===== config.mk =====
export PLATFORM = sky130hd
export DESIGN_NAME = tx_dma_fetch
export DESIGN_NICKNAME = d
export VERILOG_FILES = /design/src/rtl/tx_dma_fetch.sv
export SDC_FILE = /design/constraint.sdc
export NUM_CORES = 1
export LEC_CHECK = 0
export CAP_MARGIN = 20
export CORE_MARGIN = 3
export CORE_UTILIZATION = 70
export DETAILED_ROUTE_END_ITERATION = 10
export DONT_BUFFER_PORTS = 1
export PLACE_DENSITY = 0.86
export SYNTH_ARGS = -nofsm -noshare
export SYNTH_HDL_FRONTEND = slang
export SYNTH_SLANG_ARGS = --single-unit

===== constraint.sdc =====
create_clock -name clk_125 -period 14.95 [get_ports clk_125]
set_clock_uncertainty 0.1 [all_clocks]
set_input_delay 0 -clock clk_125 [delete_from_list [all_inputs] [get_ports clk_125]]
set_output_delay 0 -clock clk_125 [all_outputs]
set_load 0.03 [all_outputs]

===== src/rtl/tx_dma_fetch.sv =====
// Transmit DMA fetch engine: pulls packet data from a host ring into the TX slot RAM via PCIe reads.
// Optional completion-length checking is enabled by defining TXFETCH_ERRCHK_EN.
module tx_dma_fetch #(
  parameter int MAX_DW = 32
) (
  input  logic        clk_125,
  input  logic        sys_rst_n,
  input  logic        dma_enable,
  input  logic        dma_load,
  input  logic [31:2] dma_addr_start,
  input  logic [21:2] dma_length,
  input  logic [21:2] host_wr_ptr,
  output logic [31:2] dma_addr_cur,
  output logic [17:0] rdreq_din,
  output logic        rdreq_wr_en,
  input  logic        rdreq_full,
  input  logic [17:0] cpl_din,
  input  logic        cpl_valid,
  output logic        cpl_ready,
  output logic [13:0] mem_addr,
  output logic [15:0] mem_din,
  output logic [1:0]  mem_byte_en,
  output logic        mem_wr_en,
  output logic [13:0] mem_wr_ptr,
  input  logic [13:0] mem_rd_ptr,
  output logic        busy,
  output logic        err
);

  localparam int             LW       = $clog2(MAX_DW) + 1;
  localparam logic [19:0]    MAX_LEN  = 20'(MAX_DW);
  localparam logic [13:0]    MIN_FREE = 14'(2 * MAX_DW);
  localparam logic [LW:0]    IDX_ONE  = (LW + 1)'(1);

  typedef enum logic [2:0] {
    S_IDLE, S_CALC, S_REQ0, S_REQ1, S_REQ2, S_WAIT_CPL, S_COMMIT, S_HALT
  } state_t;

  state_t        state, state_nxt;
  logic [19:0]   fetch_ptr, fetch_adv, pending, to_end, to_4k, len_calc;
  logic [20:0]   diff;
  logic [13:0]   free;
  logic [LW-1:0] req_len;
  logic [LW:0]   idx, word_cnt, last_idx;
  logic          load_pend, start_ok, last_word, bad_word, unused_bits;

  assign dma_addr_cur = dma_addr_start + 30'(fetch_ptr);
  assign mem_byte_en  = 2'b11;
  assign busy         = (state != S_IDLE) && (state != S_HALT);

  // Ring occupancy: a negative difference means the producer has wrapped past the ring end.
  assign diff      = {1'b0, host_wr_ptr} - {1'b0, fetch_ptr};
  assign pending   = diff[20] ? (diff[19:0] + dma_length) : diff[19:0];
  assign free      = mem_rd_ptr - mem_wr_ptr - 14'd1;
  assign start_ok  = dma_enable && (pending != 20'd0) && (free >= MIN_FREE);
  assign to_end    = dma_length - fetch_ptr;
  assign to_4k     = 20'd1024 - {10'd0, dma_addr_cur[11:2]};
  assign fetch_adv = fetch_ptr + 20'(req_len);

  assign word_cnt  = {req_len, 1'b0};
  assign last_idx  = word_cnt - IDX_ONE;
  assign last_word = (idx == last_idx);

`ifdef TXFETCH_ERRCHK_EN
  assign bad_word = cpl_din[17] ^ last_word;
`else
  assign bad_word = 1'b0;
`endif

  assign unused_bits = ^{cpl_din[17:16], len_calc[19:LW]};

  always_comb begin
    len_calc = MAX_LEN;
    if (pending < len_calc) len_calc = pending;
    if (to_end  < len_calc) len_calc = to_end;
    if (to_4k   < len_calc) len_calc = to_4k;
  end

  // NOTE: every output of this block gets a default first so no path can infer a latch.
  always_comb begin
    state_nxt   = state;
    rdreq_din   = '0;
    rdreq_wr_en = 1'b0;
    cpl_ready   = 1'b0;
    case (state)
      S_IDLE: if (start_ok && !dma_load) state_nxt = S_CALC;
      S_CALC: state_nxt = S_REQ0;
      S_REQ0: begin
        rdreq_din = {2'b01, 4'h0, 2'b00, 10'(req_len)};
        if (!rdreq_full) begin
          rdreq_wr_en = 1'b1;
          state_nxt   = S_REQ1;
        end
      end
      S_REQ1: begin
        rdreq_din = {2'b00, dma_addr_cur[31:16]};
        if (!rdreq_full) begin
          rdreq_wr_en = 1'b1;
          state_nxt   = S_REQ2;
        end
      end
      S_REQ2: begin
        rdreq_din = {2'b10, dma_addr_cur[15:2], 2'b00};
        if (!rdreq_full) begin
          rdreq_wr_en = 1'b1;
          state_nxt   = S_WAIT_CPL;
        end
      end
      S_WAIT_CPL: begin
        cpl_ready = 1'b1;
        if (cpl_valid) begin
          if (bad_word)       state_nxt = S_HALT;
          else if (last_word) state_nxt = S_COMMIT;
        end
      end
      S_COMMIT: state_nxt = S_IDLE;
      S_HALT:   if (dma_load) state_nxt = S_IDLE;
      default:  state_nxt = S_IDLE;
    endcase
  end

  // NOTE: state registers use non-blocking assignments so every flop samples pre-edge values.
  always_ff @(posedge clk_125 or negedge sys_rst_n) begin
    if (!sys_rst_n) begin
      state      <= S_IDLE;
      fetch_ptr  <= '0;
      req_len    <= '0;
      idx        <= '0;
      mem_wr_ptr <= '0;
      mem_addr   <= '0;
      mem_din    <= '0;
      mem_wr_en  <= 1'b0;
      err        <= 1'b0;
      load_pend  <= 1'b0;
    end else begin
      state     <= state_nxt;
      mem_wr_en <= 1'b0;
      case (state)
        S_IDLE, S_HALT: if (dma_load) begin
          fetch_ptr <= '0;
          err       <= 1'b0;
        end
        S_CALC: begin
          req_len <= len_calc[LW-1:0];
          idx     <= '0;
        end
        S_WAIT_CPL: if (cpl_valid) begin
          if (bad_word) err <= 1'b1;
          else begin
            mem_wr_en <= 1'b1;
            mem_addr  <= mem_wr_ptr + 14'(idx);
            mem_din   <= cpl_din[15:0];
            idx       <= idx + IDX_ONE;
          end
        end
        S_COMMIT: begin
          mem_wr_ptr <= mem_wr_ptr + 14'(word_cnt);
          // A load seen during the transfer restarts the ring instead of advancing it.
          if (load_pend || dma_load)      fetch_ptr <= '0;
          else if (fetch_adv >= dma_length) fetch_ptr <= '0;
          else                            fetch_ptr <= fetch_adv;
        end
        default: ;
      endcase
      if (state == S_IDLE || state == S_HALT || state == S_COMMIT || state_nxt == S_HALT)
        load_pend <= 1'b0;
      else if (dma_load)
        load_pend <= 1'b1;
    end
  end

endmodule


### Word-level counts from Yosys, hierarchy flattened

Index checks and enable logic that the tools add are counted.

* add/sub/neg operators: 12
* order comparisons: 5
* equality and inequality tests: 12
* multiplexer cells: 26
* reductions and logical operators: 20

Operators by type and width (count)
* two-way mux 20 bit: 6
* case mux 18 bit (3 select lines): 1
* < comparator 20 bit: 2
* case mux 20 bit (2 select lines): 1
* adder 30 x 20 -> 30 bit: 1
* adder 14 x 7 -> 14 bit: 2
* case mux 3 bit (8 select lines): 1
* two-way mux 3 bit: 7
* subtractor 20 x 20 -> 21 bit: 1
* adder 20 bit: 1
* adder 20 x 6 -> 20 bit: 1
* greater-or-equal comparator 20 bit: 1
* < comparator 20 x 6 -> 1 bit, second input constant: 1
* nonzero test 20 bit: 1
* subtractor 20 bit: 1
* == test 3 bit, second input constant: 5
* greater-or-equal comparator 14 x 7 -> 1 bit, second input constant: 1
* case mux 7 bit (2 select lines): 1
* subtractor 14 x 1 -> 14 bit, second input constant: 1
* subtractor 14 bit: 1
* subtractor 11 x 10 -> 12 bit, first input constant: 1
* adder 7 x 1 -> 7 bit, second input constant: 1
* == test 7 bit: 1
* two-way mux 1 bit: 7
* other kinds (16): 28

* register bits after elaboration: 82
* bits of input ports: 108
* output and inout port bits: 99
* word-level logic and storage cells: 84

### Logic depth before layout (Yosys ltp)

Gate-level depths: netlist of run 1.

* depth in word-level cells: 12
* mapped depth: 44
* depth with buffers taken out: 43

### Worst setup path before layout of run 1

No wires, ideal clock.

* path type: reg-to-reg
* start point: register fetch_ptr[0]
* end point: register req_len[0]
* setup time: 0.132 ns
* data arrival time: 8.135 ns
* required time: 14.718 ns
* setup slack: 6.583 ns
* cell stages (with the launch flop): 43
* buffers on the path: 1
* cell sequence: dfrtp_1 -> ha_1 -> fa_1 -> nand2b_1 -> a21o_1 -> a21oi_1 -> a211o_1 -> o21ba_1 -> o311ai_1 -> ha_1 -> and2_1 -> a21o_1 -> a31oi_1 -> o31ai_1 -> mux2_2 -> xnor3_1 -> nor3_4 -> and2_1 -> [... 7 more ...] -> or3_1 -> nor2_1 -> a21boi_0 -> a22oi_1 -> ha_1 -> a21o_1 -> a21oi_1 -> nor2b_1 -> o21ai_0 -> nand2b_1 -> a21o_1 -> a2111oi_0 -> inv_1 -> o22ai_1 -> a211oi_2 -> o2bb2ai_4 -> mux2i_1 -> o21ai_1

* cells in the longest elaborated chain, start to end: 9
* elaborated cells on any way between the ends: 12
* classes of those cells: 5 x add/sub; 3 x order compare; 4 x mux

Ends and longest elaborated chain
* start, declared: line 40 `logic [19:0] fetch_ptr, fetch_adv, pending, to_end, to_4k, len_calc;`
* start signal, assigned: line 161 `else fetch_ptr <= fetch_adv;`
* subtractor 20 x 20 -> 21 bit: line 52 `assign diff = {1'b0, host_wr_ptr} - {1'b0, fetch_ptr};`
* adder 20 bit: line 53 `assign pending = diff[20] ? (diff[19:0] + dma_length) : diff[19:0];`
* two-way mux 20 bit: line 53
* < comparator 20 x 6 -> 1 bit: line 74 `if (pending < len_calc) len_calc = pending;`
* two-way mux 20 bit: line 74
* < comparator 20 bit: line 75 `if (to_end < len_calc) len_calc = to_end;`
* two-way mux 20 bit: line 75
* < comparator 20 bit: line 76 `if (to_4k < len_calc) len_calc = to_4k;`
* two-way mux 6 bit *: line 76
* end signal, assigned: line 144 `req_len <= len_calc[LW-1:0];`
* end, declared: line 43 `logic [LW-1:0] req_len;`

Every way passes the cells marked *; elsewhere a longest branch is shown, timed or not.
A chain may end at the register's enable or synchronous reset.

### Worst setup path in the final report of run 1

* start point: register fetch_ptr[1]
* end point: register req_len[5]

Same word-level chain as after synthesis.

==> results of run 1 <==
[power groups by stage]
| stage | Sequential, mW | Combinational (mW) | Clock (mW) |
|---|---|---|---|
| after floorplan | 0.391 | 0.743 | 0 |
| after global placement | 0.422 | 0.858 | 0 |
| after detailed placement | 0.425 | 0.889 | 0 |
| after CTS | 0.421 | 0.914 | 0.269 |
| after global routing | 0.432 | 1.03 | 0.279 |
| final | 0.424 | 0.927 | 0.269 |
[state kept, by name, indices dropped and copies added (netlist names)]
signal,count
fetch_ptr,20
mem_din,16
mem_addr,14
mem_wr_ptr,13
idx,7
req_len,6
state,3
load_pend,1
mem_wr_en,1
[worst max path at each step]
stage	endpoint	from	slack, ps	depth (start not counted)
floorplan	req_len[0]$_DFFE_PN0P_	fetch_ptr[0]$_DFFE_PN0P_	6580	42
global placement	req_len[5]$_DFFE_PN0P_	fetch_ptr[1]$_DFFE_PN0P_	5090	42
detailed placement	req_len[5]$_DFFE_PN0P_	fetch_ptr[1]$_DFFE_PN0P_	4890	41
CTS	req_len[5]$_DFFE_PN0P_	fetch_ptr[1]$_DFFE_PN0P_	4640	41
global route	req_len[1]$_DFFE_PN0P_	fetch_ptr[1]$_DFFE_PN0P_	3940	42
finish	req_len[5]$_DFFE_PN0P_	fetch_ptr[1]$_DFFE_PN0P_	4550	41
[layout make-up]
| cell class | instances | share of cell area, % |
|---|---|---|
| repair buffers | 24 | 2.191 |
| flip-flops and latches | 81 | 17.74 |
| clock inverters | 7 | 1.139 |
| inverters | 119 | 3.910 |
| well taps | 184 | 2.015 |
| clock buffers | 9 | 1.972 |
| multi-input cells | 1132 | 71.03 |
[layer usage]
metal,wire length (um),share of wire [%],up-vias,track usage (%)
met1,11410,39,4756,39.50
met3,1609,5.6,102,5.936
met2,14670,51,377,61.74
met4,1295,4.5,0,15.57
met5,0,0,-,0
li1,-,-,4860,-
[critical path, delay by kind of cell, from the launching register on]
kind	cells	cell delay [ps]
XOR/XNOR	2	680
AND/OR/NAND/NOR	8	1390
AO/OA/AOI/OAI	22	5130
buffers and inverters	3	440
flip-flops	1	610
multiplexers	2	650
adder cells (fa/ha/maj)	4	1240
[cells by family (layout without fill, tap and decap cells)]
logic type	after synthesis	after routing	synth area share [%]
AND/OR/NAND/NOR	428	428	19.17
XOR/XNOR	132	132	10.99
buffers and inverters	147	159	5.371
multiplexers	14	14	1.399
AO/OA/AOI/OAI	374	374	23.95
adder cells (fa/ha/maj)	166	166	20.00
other	2	18	0.07055
flip-flops	81	81	19.04
[cell usage in the layout, fill, tap and decap left out, types with 7 or more instances in the layout]
cell type,synthesis,routed
conb_1,2,18
or3_1,11,11
a211oi_1,10,10
nand3_1,31,31
clkbuf_16,0,9
a21o_1,52,52
and2_1,9,9
nor3_1,34,34
and3_1,10,10
o21bai_1,9,9
nand2b_1,22,22
nor2b_1,19,19
nand2_1,165,165
o211ai_1,15,15
fa_1,7,7
nor2_1,76,76
nand4_1,15,15
a22o_1,13,13
o31a_1,7,7
dfrtp_1,81,81
or2_2,9,9
ha_1,159,159
o21ai_0,84,84
dlygate4sd3_1,0,20
o21a_1,18,18
inv_1,119,119
mux2i_1,7,7
a2111oi_0,7,7
nor4_1,7,7
a21oi_1,72,72
xnor2_1,91,91
a31oi_1,13,13
xor2_1,40,40
o31ai_1,11,11
[repair_timing]
item / CTS / global route
hold buffers: 21 / 0
setup endpoints to repair: 0 / 0
hold endpoints to repair: 114 / 0
==> metrics.md, run 1 <==
| Metric | Value |
|---|---|
| Status | finished clean |
| Ys async rst share | 100.0% |
| Sw Share | around half |
| FMAX | 96.17 MHz |
| Setup crit end kind | register |
| H-tree lvl count | 3 |
| Post-synth top cells | nand2_1, ha_1, inv_1, xnor2_1, o21ai_0 |
| Delay of the slowest cell on the worst path | around 650 ps |
| Placed cell areas | 0.01084 sq mm |
| GPL Wtd Cong | about 0.96 |
| Critical path type | reg2reg |
| Layout Utilization | between 70% and 80% |
| Worst hold endpoint | state[0]$_DFF_PN0_ |
| Post_cts resized | 0 |
| Slew margin rel. | about a quarter |
| DR WL/cell | ~19 um |
| Initial antenna violation count | 0 |
| Dpl ws | between 4000 and 5000 ps |
| Fin cells | around 1600 |
| Post-synth EDFFs | 0 |
| Final nets | 1641 |
| Reg power frac | 26.1% |
| Share of the synthesized area in the top cell type | 19.04% |
| Crit share post-route | 69.56% |
| Reg-to-Reg End | req_len[5]$_DFFE_PN0P_ |
| Placed instance count | 1519 |
| Clk network pwr share | 16.6% |
| Clock sinks | between 80 and 90 |
| Hold Vio Cnt, Final | 0 |
| Worst Hold Class | in2reg |
| Initial Util | between 70% and 80% |
| Most used cell, CP | ha_1 |
| Gr ovfl total | 0 |
| Combinational share of power | around 57% |
| First DRT Iteration DRCs | 667 |
| Synthesized area | ~0.011 sq mm |
| WHS | a little over 9 ps |
| Worst VDD drop | 0.00008200 V |
| CP Data Required Time | approximately 15000 ps |
| Synth cell types | between 70 and 80 |
| Setup tns final | 0 ps |
| Synthesis-to-finish area growth | 7.311% |
| Worst setup SP type | register |
| N_diodes | 0 |
| TritonCTS clock tree | built |
| Syn Inst Count | 1344 |
| Top post-synthesis cells by area | dfrtp_1, ha_1, xnor2_1 |
| Hold path depth | 3 |
| Largest net degree at the start of global routing | between 80 and 90 |
| Post-Route WL | ~29000 um |
| Reg2reg setup slack | 4550 ps |
| Vias per cell | approximately 6.5 |
| Antenna Nets Post-Route | 0 |
| Crit-path slowest cell | a2111oi_0 |
| Share of layout cells above drive strength 1 | 3.426% |
| Average size of a mapped cell | ~7.9 sq um |
| Worst-Margin Slew | between 1000 and 1500 ps |
| Slew Viols, Final | 0 |
| Hold Startpoint | dma_enable |
| Multi-input combinational cell area | approximately 0.0081 sq mm |
| Core footprint | about 0.015 sq mm |
| Max Cap Viol | 0 |
| Sequential cell area | 0.002027 sq mm |
| Net Switching | 0.8125 mW |
| Seq cells post-synth | 81 |
| Unrepaired setup endpoints after global routing | no |
| Vias | approximately 10000 |
| Top-count cell post-synth | nand2_1 |
| Clock latency on the worst-skew pair | 350 ps |
| Filler instances | approximately 1100 |
| Final worst setup slack | approximately 4600 ps |
| Drt pass-1 iters | 6 |
| Die Area | 0.01672 sq mm |
| IO Pins | just over 200 |
| TritonCTS Buffers | 9 |
| Row count | 44 |
| First-pass GRT wire length | between 40000 and 50000 um |
| Critical path fanouts, max | 9 |
| Longest Clk Path Bufs | 2 |
| Final worst path period need | around 10000 ps |
| Gr usage total | ~34% |
| Die Span X | 129.3 um |
| Post-DP HPWL | approximately 23000 um |
| Launching point of the worst reg2reg path | fetch_ptr[1]$_DFFE_PN0P_ |
| Clk root buf | clkbuf_16 |
| Int Power | between 0.8 and 0.9 mW |
| Vias in the first global route | 9862 |
| Leading register cell type out of synthesis | dfrtp_1 |
| Final Setup Violations | 0 |
| Port Buffers | 0 |
| FF-to-FF path depth | 41 |
| Setup Buffers After CTS | 0 |
| Sequential area share after synthesis | a little under a fifth |
| Worst path arrival time | ~11000 ps |
| DRC | 0 |
| Pleak | between 5 and 6 nW |
| Total power | roughly 1.6 mW |
| Pwr/cell area | roughly 140 mW/mm^2 |
| Area leader, netlist | dfrtp_1 |
| Yosys warns | 0 |
| Reg clk slew, reported paths | approximately 80 ps |
| Vert. Die Dim | approximately 130 um |
| Final instance area | ~0.011 sq mm |
Power figures use the tool's default switching activity.
==> inputs of run 2 (changes only) <==
--- a/config.mk
+++ b/config.mk
@@ -5,12 +5,13 @@
 export SDC_FILE = /design/constraint.sdc
 export NUM_CORES = 1
 export LEC_CHECK = 0
+export ABC_AREA = 1
 export CAP_MARGIN = 20
 export CORE_MARGIN = 3
-export CORE_UTILIZATION = 70
+export CORE_UTILIZATION = 67
 export DETAILED_ROUTE_END_ITERATION = 10
 export DONT_BUFFER_PORTS = 1
-export PLACE_DENSITY = 0.86
+export PLACE_DENSITY = 0.83
 export SYNTH_ARGS = -nofsm -noshare
 export SYNTH_HDL_FRONTEND = slang
 export SYNTH_SLANG_ARGS = --single-unit
==> constraint.sdc (replaced) <==
create_clock -name clk_125 -period 9.87 [get_ports clk_125]
set_clock_uncertainty 0.1 [all_clocks]
set_input_delay 0 -clock clk_125 [delete_from_list [all_inputs] [get_ports clk_125]]
set_output_delay 0 -clock clk_125 [all_outputs]
set_load 0.03 [all_outputs]
==> run 2 against run 1 <==
Net effect: sequential share of layout area decreased by 0.96 points; critical path depth unchanged; area after synthesis rose by 5.1%; critical endpoint unchanged.
==> metrics.md, run 2 <==
| Metric | Value |
|---|---|
| Status | finished clean |
| Int Power | 1.072 mW (+33%) |
| Synth cell types | 58 (-26%) |
| Yosys warns | 0 (unchanged) |
| Net Switching | 1.286 mW (+58%) |
| Largest net degree at the start of global routing | 82 (unchanged) |
| Worst path arrival time | 7140 ps (-3370 ps) |
| WHS | 17.30 ps (+8.040 ps) |
| Placed cell areas | 0.01144 sq mm (+5.6%) |
| Post-Route WL | 32640 um (+13%) |
| Top sig layer | met4 |
| Combinational share of power | 55.8% (-1.4 points) |
| Placed instance count | 1939 (+28%) |
| Delay of the slowest cell on the worst path | 480 ps (-170 ps) |
| Pleak | 6.564 nW (+20%) |
| Syn Inst Count | 1722 (+28%) |
| Reg clk slew, reported paths | 70 ps (about the same) |
| Clock sinks | 81 (unchanged) |
| Hold Vio Cnt, Final | 0 (unchanged) |
| Average size of a mapped cell | 6.497 sq um (-18%) |
| Longest Clk Path Bufs | 2 (unchanged) |
| Leading register cell type out of synthesis | dfrtp_1 |
| Synthesis-to-finish area growth | 7.951% |
| Clk network pwr share | 15.4% (-1.2 points) |
| Area leader, netlist | dfrtp_1 |
| Ys async rst share | 100.0% (unchanged) |
| Sw Share | 54.55% (+4.4 points) |
| Row count | 46 (+4.5%) |
| Initial Util | 69.43% (-3.0 points) |
| Die Area | 0.01829 sq mm (+9.3%) |
| Final worst path period need | 6955 ps (-3443 ps) |
| First-pass GRT wire length | 51470 um (+10%) |
| Clock latency on the worst-skew pair | 350 ps (about the same) |
| Critical path type | reg2reg |
| Most common cell after layout, fill and taps aside | nand2_1 |
| Reg power frac | 28.8% (+2.7 points) |
| Crit share post-route | 70.47% (+0.91 points) |
| Share of layout cells above drive strength 1 | 3.277% (-0.15 points) |
| Slew margin rel. | 22.19% (-3.3 points) |
| CP Data Required Time | 10060 ps (-5000 ps) |
| Met3 wire len | 2111 um (+31%) |
| DR WL/cell | 16.43 um (-12%) |
| Gr ovfl total | 0 (unchanged) |
| Setup crit end kind | register |
| GPL Wtd Cong | 0.9367 (-2.5%) |
| Setup tns final | 0 ps (unchanged) |
| Filler instances | 1335 (+20%) |
| Metal2 WL | 16160 um (+10%) |
| Fin cells | 1986 (+28%) |
| M1 wire length | 13040 um (+14%) |
| Seq cells post-synth | 81 (unchanged) |
| Pwr/cell area | 195.2 mW/mm^2 (+38%) |
| Vias in the first global route | 10748 (+9.0%) |
| Clk root buf | clkbuf_16 |
| Sequential area share after synthesis | 18.12% (-0.92 points) |
| Top flop regs | fetch_ptr x20, mem_din x16, mem_addr x14 |
| N_diodes | 0 (unchanged) |
| Multi-input combinational cell area | 0.007956 sq mm (-1.9%) |
| Final Setup Violations | 0 (unchanged) |
| Worst VDD drop | 0.0001245 V (+52%) |
| Highest-count cells in the layout ignoring fill and taps | nand2_1, inv_1, ha_1, nor2_1, a21oi_1 |
| Vert. Die Dim | 135.2 um (+4.6%) |
| Share of the synthesized area in the top cell type | 18.12% (-0.92 points) |
| Post-DP HPWL | 26170 um (+15%) |
| Slew Viols, Final | 0 (unchanged) |
| Core footprint | 0.01612 sq mm (+9.6%) |
| Max reg flops | 20 (unchanged) |
| H-tree lvl count | 3 (unchanged) |
| Top post-synthesis cells by area | dfrtp_1, ha_1, nand2_1 |
| Antenna Nets Post-Route | 0 (unchanged) |
| Crit-path slowest cell | dfrtp_1 |
| Max Cap Viol | 0 (unchanged) |
| First DRT Iteration DRCs | 689 (+3.3%) |
| Critical path fanouts, max | 12 (+3) |
| Unrepaired setup endpoints after global routing | no |
| Gr usage total | 34.86% (+0.60 points) |
| TritonCTS clock tree | built |
| Top-count cell post-synth | nand2_1 |
| TritonCTS Buffers | 9 (unchanged) |
| Vias | 11236 (+11%) |
| DRC | 0 (unchanged) |
| Worst Hold Class | in2out |
| Vias per cell | 5.658 (-13%) |
| Post_cts resized | 0 (unchanged) |
| Sequential cell area | 0.002027 sq mm (unchanged) |
| Top reg by flops | fetch_ptr |
| Final instance area | 0.01208 sq mm (+5.7%) |
| Post-synth EDFFs | 0 (unchanged) |
| Worst setup SP type | register |
| Drt pass-1 iters | 5 (-1) |
| Synthesized area | 0.01119 sq mm (+5.1%) |
| Initial antenna violation count | 0 (unchanged) |
| FMAX | 143.8 MHz (+50%) |
| Die Span X | 135.2 um (+4.6%) |
| IO Pins | 207 (unchanged) |
| Worst-Margin Slew | 1163 ps (+48.91 ps) |
| Most used cell, CP | nand2_1 |
| Port Buffers | 0 (unchanged) |
| Post-synth top cells | nand2_1, inv_1, ha_1, nor2_1, a21oi_1 |
| Final nets | 2039 (+24%) |
==> run 2: cell types whose count changed in the layout (fill, tap and decap cells not counted), sizes merged, moves of 18 or more <==
cell | before | now
nand2 | 165 | 503
inv | 123 | 311
xnor2 | 91 | 24
nand3 | 32 | 90
a21o | 52 | 4
xor2 | 40 | 85
nor2 | 76 | 117
a21oi | 72 | 101
nand2b | 22 | 0
o22ai | 2 | 23
o21ai | 90 | 71
nor2b | 19 | 1
==> run 2: final cells by class <==
class | instances | share of cell area, %
clock buffer | 9 | 1.865
clock inverter | 7 | 0.6837
inverter | 308 | 9.593
multi-input combinational | 1330 | 65.88
sequential | 81 | 16.78
tap | 216 | 2.238
timing repair buffer | 35 | 2.963
==> run 2: what timing repair did <==
action	CTS	global route
endpoints found under the hold margin	103	0
hold buffers	31	0
buffers inserted	0	0
==> run 2: cells by family (layout without fill, tap and decap cells) <==
kind of cell    count (synthesis)  after routing  share of synthesized area (%)
flops                          81             81                          18.12
buf+inv                       327            359                          11.31
xor+xnor                      109            109                          8.533
fa+ha+maj                     166            166                          19.03
simple gates                  781            781                          29.60
compound gates                256            256                          13.34
other cells                     2             18                        0.06712
==> run 2: worst paths after layout <==
kind,slack [ps],depth (start not counted),from,endpoint
hold / removal,20,1,rdreq_full,rdreq_wr_en
max in group asynchronous,9180,2,sys_rst_n,fetch_ptr[11]$_DFFE_PN0P_
min in group asynchronous,130,2,sys_rst_n,mem_addr[7]$_DFFE_PN0P_
setup / recovery,2910,41,fetch_ptr[0]$_DFFE_PN0P_,req_len[5]$_DFFE_PN0P_
hold reg to reg,440,2,load_pend$_DFFE_PN0P_,load_pend$_DFFE_PN0P_
setup reg to reg,2910,41,fetch_ptr[0]$_DFFE_PN0P_,req_len[5]$_DFFE_PN0P_
==> run 2: per-layer routing <==
layer | vias to the layer above | global-route usage (%)
met3 | 89 | 5.981
met4 | 0 | 15.45
li1 | 5638 | -
met5 | - | 0
met1 | 5123 | 41.70
met2 | 386 | 61.28
==> run 2: critical path, delay by kind of cell, from the launching register on <==
kind,cells,cell delay [ps]
buf+inv,4,310
simple gates,24,2780
fa+ha+maj,5,1530
compound gates,7,1460
xor+xnor,1,240
flops,1,480
==> run 2: power by group through the flow <==
stage	clock, mW	sequential [mW]	combinational, mW
after floorplan	0	0.641	1.02
after global placement	0	0.675	1.22
after detailed placement	0	0.681	1.27
after CTS	0.365	0.674	1.30
after global routing	0.378	0.689	1.48
final	0.363	0.678	1.32
==> run 2: metrics by stage <==
| stage | power, mW | util, % | worst slack (ps) |
|---|---|---|---|
| after CTS | 2.337 | 74.95 | 2985 |
| after detailed placement | 1.947 | 71.00 | 3032 |
| after global placement | 1.894 | 71.00 | 3197 |
| after global routing | 2.551 | 74.95 | 2222 |
| final | 2.358 | 74.95 | 2915 |
| after floorplan | 1.666 | - | 4178 |
